==> src/rtl/acc_ctrl_pkg.sv <==
// Shared definitions for the accumulator machine sequencer:
// controller states, opcode encodings and a small opcode helper.
package acc_ctrl_pkg;

    typedef enum logic [2:0] {
        ST_RST,
        ST_FETCH,
        ST_DECODE,
        ST_EXEC,
        ST_HALT,
        ST_ERROR
    } state_t;

    localparam logic [2:0] OP_ADD   = 3'd0;
    localparam logic [2:0] OP_LOAD  = 3'd1;
    localparam logic [2:0] OP_STORE = 3'd2;
    localparam logic [2:0] OP_JMP   = 3'd3;
    localparam logic [2:0] OP_JZ    = 3'd4;
    localparam logic [2:0] OP_NOP   = 3'd5;
    localparam logic [2:0] OP_ILL   = 3'd6;
    localparam logic [2:0] OP_HALT  = 3'd7;

    // Opcodes whose EXEC phase waits for the memory handshake.
    function automatic logic is_mem_op(input logic [2:0] op);
        return (op == OP_LOAD) || (op == OP_STORE);
    endfunction

endpackage

==> src/rtl/acc_wait_timer.sv <==
// Counts consecutive memory wait cycles and flags the cycle in which
// the TIMEOUT-th consecutive wait is seen (never when TIMEOUT is 0).
module acc_wait_timer #(
    parameter int TIMEOUT = 15
) (
    input  logic clock,
    input  logic reset,
    input  logic clear,
    input  logic enable,
    output logic expired
);

    localparam int CW = (TIMEOUT > 1) ? $clog2(TIMEOUT) : 1;
    localparam logic [CW-1:0] LAST = CW'((TIMEOUT > 0) ? TIMEOUT - 1 : 0);
    localparam logic ACTIVE = (TIMEOUT > 0);

    logic [CW-1:0] count;

    // count holds the number of earlier consecutive wait cycles
    assign expired = ACTIVE && enable && (count == LAST);

    // Wait counter: cleared whenever the wait is over, saturates at LAST
    always_ff @(posedge clock or posedge reset) begin
        if (reset) begin
            count <= '0;
        end else if (clear) begin
            count <= '0;
        end else if (enable && (count != LAST)) begin
            count <= count + 1'b1;
        end
    end

endmodule

==> src/rtl/acc_seq_controller.sv <==
// Control sequencer for a simple accumulator machine:
// FETCH / DECODE / EXEC with memory wait handling, HALT and sticky ERROR.
module acc_seq_controller
    import acc_ctrl_pkg::*;
#(
    parameter int OPW     = 3,
    parameter int CNTW    = 16,
    parameter int TIMEOUT = 15
) (
    input  logic            clock,
    input  logic            reset,
    input  logic [OPW-1:0]  opcode,
    input  logic            acc_zero,
    input  logic            mem_ready,
    input  logic            run,
    output logic            load_ir,
    output logic            load_acc,
    output logic            ld_pc,
    output logic            clr_pc,
    output logic            inc_pc,
    output logic            sel_alu,
    output logic            sel_bus,
    output logic            pass_add,
    output logic            ir_on_adr,
    output logic            pc_on_adr,
    output logic            mem_read,
    output logic            mem_write,
    output logic            halted,
    output logic            error,
    output logic [CNTW-1:0] retired
);

    state_t     state;
    state_t     state_nx;
    logic [2:0] op;
    logic       op_high;
    logic       wait_state;
    logic       waiting;
    logic       tmr_expired;
    logic       exec_done;

    assign op      = opcode[2:0];
    assign op_high = (opcode >> 3) != '0;

    assign wait_state = (state == ST_FETCH) ||
                        ((state == ST_EXEC) && is_mem_op(op));
    assign waiting    = wait_state && !mem_ready;
    assign exec_done  = (state == ST_EXEC) && (state_nx == ST_FETCH);

    acc_wait_timer #(
        .TIMEOUT (TIMEOUT)
    ) u_wait_timer (
        .clock   (clock),
        .reset   (reset),
        .clear   (!waiting),
        .enable  (waiting),
        .expired (tmr_expired)
    );

    // Next state and control strobes, decoded from the current state
    always_comb begin
        state_nx  = state;
        load_ir   = 1'b0;
        load_acc  = 1'b0;
        ld_pc     = 1'b0;
        clr_pc    = 1'b0;
        inc_pc    = 1'b0;
        sel_alu   = 1'b0;
        sel_bus   = 1'b0;
        pass_add  = 1'b0;
        ir_on_adr = 1'b0;
        pc_on_adr = 1'b0;
        mem_read  = 1'b0;
        mem_write = 1'b0;
        halted    = 1'b0;
        error     = 1'b0;
        unique case (state)
            ST_RST: begin
                clr_pc   = 1'b1;
                state_nx = ST_FETCH;
            end
            ST_FETCH: begin
                pc_on_adr = 1'b1;
                mem_read  = 1'b1;
                if (mem_ready) begin
                    load_ir  = 1'b1;
                    inc_pc   = 1'b1;
                    state_nx = ST_DECODE;
                end else if (tmr_expired) begin
                    state_nx = ST_ERROR;
                end
            end
            ST_DECODE: begin
                if (op_high || (op == OP_ILL)) begin
                    state_nx = ST_ERROR;
                end else if (op == OP_HALT) begin
                    state_nx = ST_HALT;
                end else begin
                    state_nx = ST_EXEC;
                end
            end
            ST_EXEC: begin
                state_nx = ST_FETCH;
                case (op)
                    OP_ADD: begin
                        sel_alu  = 1'b1;
                        pass_add = 1'b1;
                        load_acc = 1'b1;
                    end
                    OP_LOAD: begin
                        ir_on_adr = 1'b1;
                        mem_read  = 1'b1;
                        sel_bus   = 1'b1;
                        load_acc  = mem_ready;
                    end
                    OP_STORE: begin
                        ir_on_adr = 1'b1;
                        mem_write = 1'b1;
                    end
                    OP_JMP: begin
                        ld_pc     = 1'b1;
                        ir_on_adr = 1'b1;
                    end
                    OP_JZ: begin
                        ld_pc     = acc_zero;
                        ir_on_adr = acc_zero;
                    end
                    default: begin
                    end
                endcase
                if (is_mem_op(op) && !mem_ready) begin
                    state_nx = tmr_expired ? ST_ERROR : ST_EXEC;
                end
            end
            ST_HALT: begin
                halted = 1'b1;
                if (run) begin
                    state_nx = ST_FETCH;
                end
            end
            ST_ERROR: begin
                error = 1'b1;
            end
            default: begin
                state_nx = ST_ERROR;
            end
        endcase
    end

    // State register and retired-instruction counter
    always_ff @(posedge clock or posedge reset) begin
        if (reset) begin
            state   <= ST_RST;
            retired <= '0;
        end else begin
            state <= state_nx;
            if (exec_done) begin
                retired <= retired + 1'b1;
            end
        end
    end

endmodule

==> config.mk <==
export PLATFORM = sky130hd
export DESIGN_NAME = acc_seq_controller
export DESIGN_NICKNAME = d
export VERILOG_FILES = /design/src/rtl/acc_ctrl_pkg.sv /design/src/rtl/acc_wait_timer.sv /design/src/rtl/acc_seq_controller.sv
export SDC_FILE = /design/constraint.sdc
export NUM_CORES = 1
export LEC_CHECK = 0
export BUFFER_PORTS_ARGS = -buffer_cell sky130_fd_sc_hd__clkbuf_2
export CAP_MARGIN = 20
export CELL_PAD_IN_SITES_DETAIL_PLACEMENT = 0
export CELL_PAD_IN_SITES_GLOBAL_PLACEMENT = 1
export CORE_ASPECT_RATIO = 0.75
export CORE_MARGIN = 1
export CORE_UTILIZATION = 38
export DETAILED_ROUTE_END_ITERATION = 10
export PLACE_DENSITY = 0.83
export SLEW_MARGIN = 20
export SYNTH_ARGS = -nofsm -noshare
export SYNTH_HDL_FRONTEND = slang
export SYNTH_SLANG_ARGS = --single-unit
==> constraint.sdc <==
create_clock -name clock -period 2 [get_ports clock]
set_input_delay 0 -clock clock [delete_from_list [all_inputs] [get_ports clock]]
set_output_delay 0 -clock clock [all_outputs]
set_load 0.03 [all_outputs]
Word level (Yosys, flattened, before mapping)
Index checks and enable logic that the tools add are counted.

storage, ports and cells
  flip-flop bits (word level) = 23
  bits in latches = 0
  bits in writable memories = 0
  bits in read-only memories = 0
  bits of input ports = 8
  output and inout bits = 30
  logic and storage cells = 61
  memories kept = 0

operators by class
  add/subtract/negate cells = 2
  multipliers = 0
  div/mod/pow operators = 0
  magnitude comparators = 0
  equal/unequal tests = 15
  shift operators = 0
  muxes and demuxes = 29
  bitwise gates (word level) = 0
  reduce and logical (&&, ||, !) cells = 12

operator list
  cell                                            count
  two-way mux 3 bit                               7
  case mux 3 bit (6 select lines)                 1
  adder 16 x 1 -> 16 bit (second input constant)  1
  == test 3 bit (second input constant)           5
  two-way mux 1 bit                               15
  == test 3 x 2 -> 1 bit (second input constant)  4
  == test 3 x 1 -> 1 bit (second input constant)  3
  two-way mux 4 bit                               2
  case mux 1 bit (2 select lines)                 4
  logical AND 1 bit                               6
  zero test 3 bit                                 2
  adder 4 x 1 -> 4 bit (second input constant)    1
  == test 4 bit (second input constant)           1
  != test 4 bit (second input constant)           1
  OR reduction 3 bit                              1
  logical OR 1 bit                                2
  != test 2 bit (second input constant)           1
  zero test 1 bit                                 1

Depth between registers and ports, before layout
Gate-level depths: netlist of the first run.

  word-level depth = 11
  depth in mapped cells = 5
  gate-level depth less buffers = 5

Hierarchy
A second synthesis of the first run with hierarchy kept.

unflattened totals
  cells, all modules = 137
  area, all modules = 1350.0 µm²

by module, submodules not included
  module              instances  cells an instance  area each (µm²)  sequential area each (µm²)
  acc_seq_controller  1          112                1108.6           475.5
  acc_wait_timer      1          25                 241.5            100.1

Worst setup path before layout of the first run
Ideal clock, no wire load.

  path kind = reg2out
  start = register state[2]
  end = output port sel_alu
  arrival = 2.123 ns
  required time = 2.000 ns
  slack = -0.123 ns
  cell stages (with the launch flop) = 5
  path buffers = 2
  path through = dfrtp_1 -> clkbuf_2 -> nand3b_1 -> nor4_1 -> buf_4

between the ends
  word-level cells in the longest chain between the ends = 2

ends and longest elaborated chain
  item                    RTL line                   RTL
  from (decl)             acc_seq_controller.sv:33   state_t state;
  from (signal assigned)  acc_seq_controller.sv:156  state <= state_nx;
  == test 3 x 2 -> 1 bit  -
  two-way mux 1 bit       -
  to (decl)               acc_seq_controller.sv:21   output logic sel_alu,

No other way between the ends.

Worst setup path in the final report of the first run
  start = register state[2]
  end = output port mem_read

between the ends
  word-level cells in the longest chain between the ends = 2
  elaborated cells between the ends (all ways) = 3
  those cells by class = 2 x eq/ne; 1 x mux

ends and longest elaborated chain
  item                                                              RTL line                  RTL
  == test 3 x 2 -> 1 bit or == test 3 x 1 -> 1 bit (tied branches)  acc_seq_controller.sv:77  unique case (state)
  case mux 1 bit (2 select lines) *                                 acc_seq_controller.sv:77
  to (decl)                                                         acc_seq_controller.sv:26  output logic mem_read,

Mark *: on every way between the ends. The rest lies on a longest branch, timed or not.

==> results.toml, run 1 <==
[status]
outcome = "completed"

[timing]
rsz0062_at_grt = "false"
hold_viol_final = 0
layout_min_cycle_time_ps = 1820
fmax_mhz = 549
max_slew.worst_pin.slew_ps = 883
maxSlewHeadroom_pct = 41.1
worst_slack_ps = 178
fin_skew_ps = 3.93
post-route-period-util_pct = 91.1
setup_tns_ps = 0
slew_violations = 0
setup_viol = 0

[grt]
grt_start_max_net_pins = 24
grt.total_usage_pct = 14.7
grt.overflow.total = 0
antenna_found_initial = 0
grt_pass1_wl_um = 4230
grt_pass1_vias = 919

[place]
port_buffers = 37
place_inst = 198
pre_cts_ws_ps = 326
place_congestion = 0.734
dp_hpwl_um = 2040

[finish]
nets = 179
area_growth_pct = 22.6
antennaDiodeCount = 0
final_common_cell = "clkbuf_2"
mostFrequentLayoutCells = "clkbuf_2 (36), dfrtp_1 (22), xnor2_1 (13)"
multi_input_area_um2 = 671
drive_gt1_share_pct = 32.9
fin_cells = 207
ff_latch_area_um2 = 577
num-fill-cells = 312

[critical_path]
start_kind = "flip-flop"
critical_path_class = "reg2out"
cp_max_fo = 9
crit_path_end_kind = "primary output"
crit_path_start = "state[2]"
r2r_start = "state[2]"
critPathRequiredTime_ps = 2000
critPathArrivalTime_ps = 1820

[clock_network]
clk_pin_slew_ps = 80
root_buffer = "clkbuf_8"
clk_path_buf_depth = 2
cts_buffers = 3
cts_tree = "yes"
htreeDepth = 1
clk_latency_ps = 260
clkSinkCount = 23

[pwr]
ir_drop_v = 0.000735
p_leak_nw = 0.743
powerDensity_mw_per_mm2 = 1160

[synthesis]
ys_warn_count = 0
synth-main-ff-cell = "dfrtp_1"
synthDistinctLibCells = 35
ys_seq_elements = 23
syn_inst = 128
yosysSeqAreaShare_pct = 44.0
synthArstFlopShare_pct = 100
netlist_area_mm2 = 0.00131
syn_nets = 139
synth_edf_count = 0
avgSynthCellArea_um2 = 10.2

[die]
die_w_um = 69.7
ios = 38
die-area_mm2 = 0.00368
coreArea_mm2 = 0.00329
start_util_pct = 39.8
rows = 18
die_h_um = 52.8

[detailed_routing]
routed_wirelength_um = 2740
vias = 1088
drc = 0
via_per_inst = 5.26
postRouteAntennaNets = 0
drt_iter0_drc = 30
wl_per_cell_um = 13.2
drt-pass1-iter-count = 5

[hold_path]
hold_class = "in2reg"
hp-start = "opcode[2]"

[job]
drv_cap = 0
## worst max-delay path, stage by stage, from the launching register on
cell,delay [ps]
dfrtp_1,470
nand3b_1,240
buf_4,190
nor3_1,180
and2_1,180
or2_2,100
clkbuf_2,190
## state kept, by name, indices dropped and copies added (netlist names)
register            cells
retired                16
u_wait_timer.count      4
state                   3
## power by group
| part | switching [mW] | internal (mW) | total, mW |
|---|---|---|---|
| clock | 0.149 | 0.139 | 0.288 |
| sequential | 0.164 | 0.563 | 0.727 |
| combinational | 0.539 | 0.300 | 0.839 |
| total | 0.852 | 1.00 | 1.85 |
## synthesized netlist by cell type, types with 3 or more instances
cell type | instances | area [um^2]
a21oi_1 | 7 | 35.0
and3_1 | 3 | 18.8
and4_1 | 3 | 26.3
dfrtp_1 | 23 | 576
ha_1 | 3 | 37.5
inv_1 | 5 | 18.8
nand2_1 | 5 | 18.8
nand3_1 | 8 | 40.0
nand4_1 | 7 | 43.8
nor2_1 | 7 | 26.3
nor3_1 | 6 | 30.0
nor3b_1 | 3 | 22.5
or2_2 | 3 | 18.8
xnor2_1 | 13 | 114
xor2_1 | 4 | 35.0
## worst paths after layout
path,to,slack [ps],cells past startpoint
max,mem_read,180,6
min,state[1],180,4
max reg2reg,retired[12],320,5
min reg2reg,retired[15],470,1
max in group asynchronous,state[1],950,3
min in group asynchronous,u_wait_timer.count[3],450,3
## timing repair
item                       4_1_cts  5_1_grt
buffers inserted                 0        2
hold buffers                     3        0
gates resized for setup          0        3
setup endpoints to repair        0        2
hold endpoints to repair        25        0
## stage by stage
stage	util, %	power (mW)	cell area [um^2]	hold WS (ps)
2_1_floorplan	-	1.32	1310	1.92
3_3_place_gp	45.9	1.52	1510	195
3_5_place_dp	45.9	1.53	1510	230
4_1_cts	48.2	1.83	1580	178
5_1_grt	48.7	1.98	1600	248
6_report	48.7	1.85	1600	183
## layout make-up
class	count	area share, %
clock buffer	3	2.58
clock inverter	1	0.312
tap	40	3.12
inverter	5	1.17
multi-input combinational	92	41.8
sequential	23	36.0
timing repair buffer	43	15.0
## metal layers
layer	part of all wire (%)	up-vias	global-route usage [%]
met5	0	-	0
met4	0.26	0	2.67
met3	3.9	2	4.23
met2	48	26	24.1
met1	48	532	19.6
li1	-	528	-
## kinds of logic after synthesis
logic type	after synthesis	share of synthesized area, %
mux	1	0.861
simple gates	53	23.5
flops	23	44.0
fa+ha+maj	3	2.87
buf+inv	13	5.17
xor+xnor	18	13.5
compound gates	17	10.0
No activity file was read; power rests on OpenSTA's default activity.
==> run 2, diff against run 1 <==
--- a/config.mk
+++ b/config.mk
@@ -13,8 +13,9 @@
 export CORE_MARGIN = 1
 export CORE_UTILIZATION = 38
 export DETAILED_ROUTE_END_ITERATION = 10
-export PLACE_DENSITY = 0.83
+export PLACE_DENSITY = 0.82
 export SLEW_MARGIN = 20
 export SYNTH_ARGS = -nofsm -noshare
 export SYNTH_HDL_FRONTEND = slang
+export SYNTH_HIERARCHICAL = 1
 export SYNTH_SLANG_ARGS = --single-unit
==> results.toml, run 2 <==
[status]
outcome = "finished with violations"
failed_checks = "DRC"

[finish]
final_common_cell = "clkbuf_2"
num-fill-cells = 331
drive_gt1_share_pct = 31.2
top_register = "retired"
nets = 185
antennaDiodeCount = 0
mostFrequentLayoutCells = "clkbuf_2 (37), dfrtp_1 (23), nor2_1 (11), xnor2_1 (11), a21oi_1 (11)"
reg.largest.list = "retired x16, u_wait_timer/count x4, state x3"
largest_reg_flops = 16
area_growth_pct = 18.9
stdcell_area_mm2 = 0.00161

[critical_path]
start_kind = "flip-flop"
critPathTopFamily = "flip-flops"
cp.buffers_inverters = 1
critical_path_class = "reg2out"
cp_max_fo = 13
critPathArrivalTime_ps = 1880
cp_slowest_cell = "dfrtp_1"
crit_end = "load_acc"
path_cells = "nand3b_4, a2111oi_1, clkbuf_2"
crit_path_end_kind = "primary output"
r2r-end = "retired[6]"
r2r_cells = 4
crit_cells = 3
r2r_slack_ps = 320
r2r_start = "state[1]"
critPathRequiredTime_ps = 2000
crit_path_start = "state[1]"
cpPeakStageDelay_ps = 610

[place]
place_congestion = 0.874
dp_hpwl_um = 1980
placed_cell_area_mm2 = 0.00155
pre_cts_ws_ps = 317
port_buffers = 37

[synthesis]
yosysSeqAreaShare_pct = 42.6
synth_top_area_cell = "dfrtp_1"
synthArstFlopShare_pct = 100
netlist_top_cells_area = "dfrtp_1 (43%), xnor2_1 (7.1%), a21oi_1 (4.1%), nand4_1 (3.2%), nor2_1 (3.1%)"
ys_warn_count = 6
synth_simple_gate_area_share_pct = 24.3
synth_compound_area_share_pct = 12.1
synth.top_cell.area_share_pct = 42.6
netlist_area_mm2 = 0.00135
synth-main-ff-cell = "dfrtp_1"
yosys.area_share.adder_pct = 2.78
syn_inst = 137
syn_nets = 148
synth_most_common_cell = "dfrtp_1"
synthDistinctLibCells = 38
synth_top_family_by_area = "simple AND/OR/NAND/NOR gates"
ys_seq_elements = 23
synth_commonest_cells = "dfrtp_1 (23), a21oi_1 (11), nor2_1 (11), xnor2_1 (11), nand2_1 (10)"
avgSynthCellArea_um2 = 9.85
synth_edf_count = 0
synth_xor_area_share_pct = 11.8
synthMuxAreaShare_pct = 0.834

[grt]
antenna_found_initial = 0
grt_pass1_vias = 964
grt.total_usage_pct = 14.6
grt_pass1_wl_um = 4330
grt.overflow.total = 0
grt_start_max_net_pins = 20

[die]
rows = 18
die_h_um = 53.6
ios = 38
die-area_mm2 = 0.00380
die_w_um = 70.8
start_util_pct = 40.5
coreArea_mm2 = 0.00333

[clock_network]
clk_path_buf_depth = 2
clk_pin_slew_ps = 90
root_buffer = "clkbuf_8"
htreeDepth = 1
postCtsSetupBuffers = 0
cts_buffers = 3
cts_resized = 0
clkSinkCount = 23
clk_latency_ps = 260
cts_tree = "yes"

[timing]
fmax_mhz = 532
slew_violations = 0
worst_slack_ps = 119
layout_min_cycle_time_ps = 1880
rsz0062_at_grt = "false"
post-route-period-util_pct = 94.0
max_slew.worst_pin.slew_ps = 690
maxSlewHeadroom_pct = 54.0
setup_tns_ps = 0
setup_viol = 0
hold_viol_final = 0
fin_skew_ps = 6.58

[detailed_routing]
met3_length_um = 107
highest_layer = "met3"
postRouteAntennaNets = 0
drt_iter0_drc = 40
vias = 1093
met2_length_um = 1220
drt-pass1-iter-count = 9
via_per_inst = 5.13
routed_wirelength_um = 2670
drc = 2
wl_per_cell_um = 12.5
wl_met1_um = 1340

[hold_path]
hold_class = "in2reg"

[pwr]
powerDensity_mw_per_mm2 = 1150
p_leak_nw = 0.740
power.total_mw = 1.85
ir_drop_v = 0.000505

[job]
drv_cap = 0
-- run 2: changes by cell type after synthesis, sizes merged, moves of 2 or more --
| cell | before | now |
|---|---|---|
| a21oi | 8 | 12 |
| nor3b | 3 | 0 |
| nand2 | 5 | 10 |
| nor2 | 7 | 11 |
| xnor2 | 13 | 11 |
| inv | 5 | 8 |
| o22ai | 2 | 0 |
| a31oi | 2 | 0 |
| and2 | 3 | 1 |
-- run 2: worst min-delay path by stage --
stage | endpoint | slack (ps) | depth (start not counted) | from
finish | state[2] | 120 | 4 | run
global route | state[2] | 150 | 4 | run
CTS | state[2] | 110 | 4 | run
detailed placement | u_wait_timer/count[0] | -110 | 2 | reset
global placement | u_wait_timer/count[3] | -110 | 2 | reset
floorplan | u_wait_timer/count[0] | -230 | 1 | reset
-- run 2: cell families after synthesis --
logic type               count (synthesis)
AO/OA/AOI/OAI                           21
multiplexers                             1
XOR/XNOR                                16
adder cells (fa/ha/maj)                  3
buffers and inverters                   15
AND/OR/NAND/NOR                         58
flip-flops                              23
-- run 2: through the flow --
| step | instances | hold WS [ps] | util, % |
|---|---|---|---|
| floorplan | 137 | -234 | - |
| global placement | 208 | -109 | 46.5 |
| detailed placement | 208 | -109 | 46.5 |
| CTS | 213 | 109 | 48.2 |
| global route | 213 | 149 | 48.2 |
| finish | 213 | 117 | 48.2 |
-- run 2: what timing repair did --
action | 4_1_cts | 5_1_grt
setup endpoints to repair | 0 | 0
hold endpoints to repair | 23 | 0
hold buffers | 1 | 0
-- run 2: power breakdown --
group	switching [mW]	leakage, nW	internal, mW
Sequential	0.171	0.302	0.560
Clock	0.152	0.0255	0.139
Combinational	0.548	0.412	0.276
-- run 2: per-layer routing --
metal | track usage, % | vias to the layer above
met5 | 0 | -
met3 | 4.31 | 0
li1 | - | 551
met4 | 1.67 | 0
met1 | 19.7 | 523
met2 | 24.2 | 19
-- run 2: tightest hold or removal path: stages --
cell	delay, ps
clkbuf_2	90
nand2b_1	70
a21oi_1	70
o2bb2ai_1	120
-- run 2: layout make-up --
class                      instances  area [um^2]  area share [%]
inverter                           8         30.0            1.87
clock inverter                     1         5.00           0.312
timing repair buffer              39          203            12.6
tap                               40         50.0            3.12
multi-input combinational         99          701            43.6
clock buffer                       3         41.3            2.57
sequential                        23          576            35.9
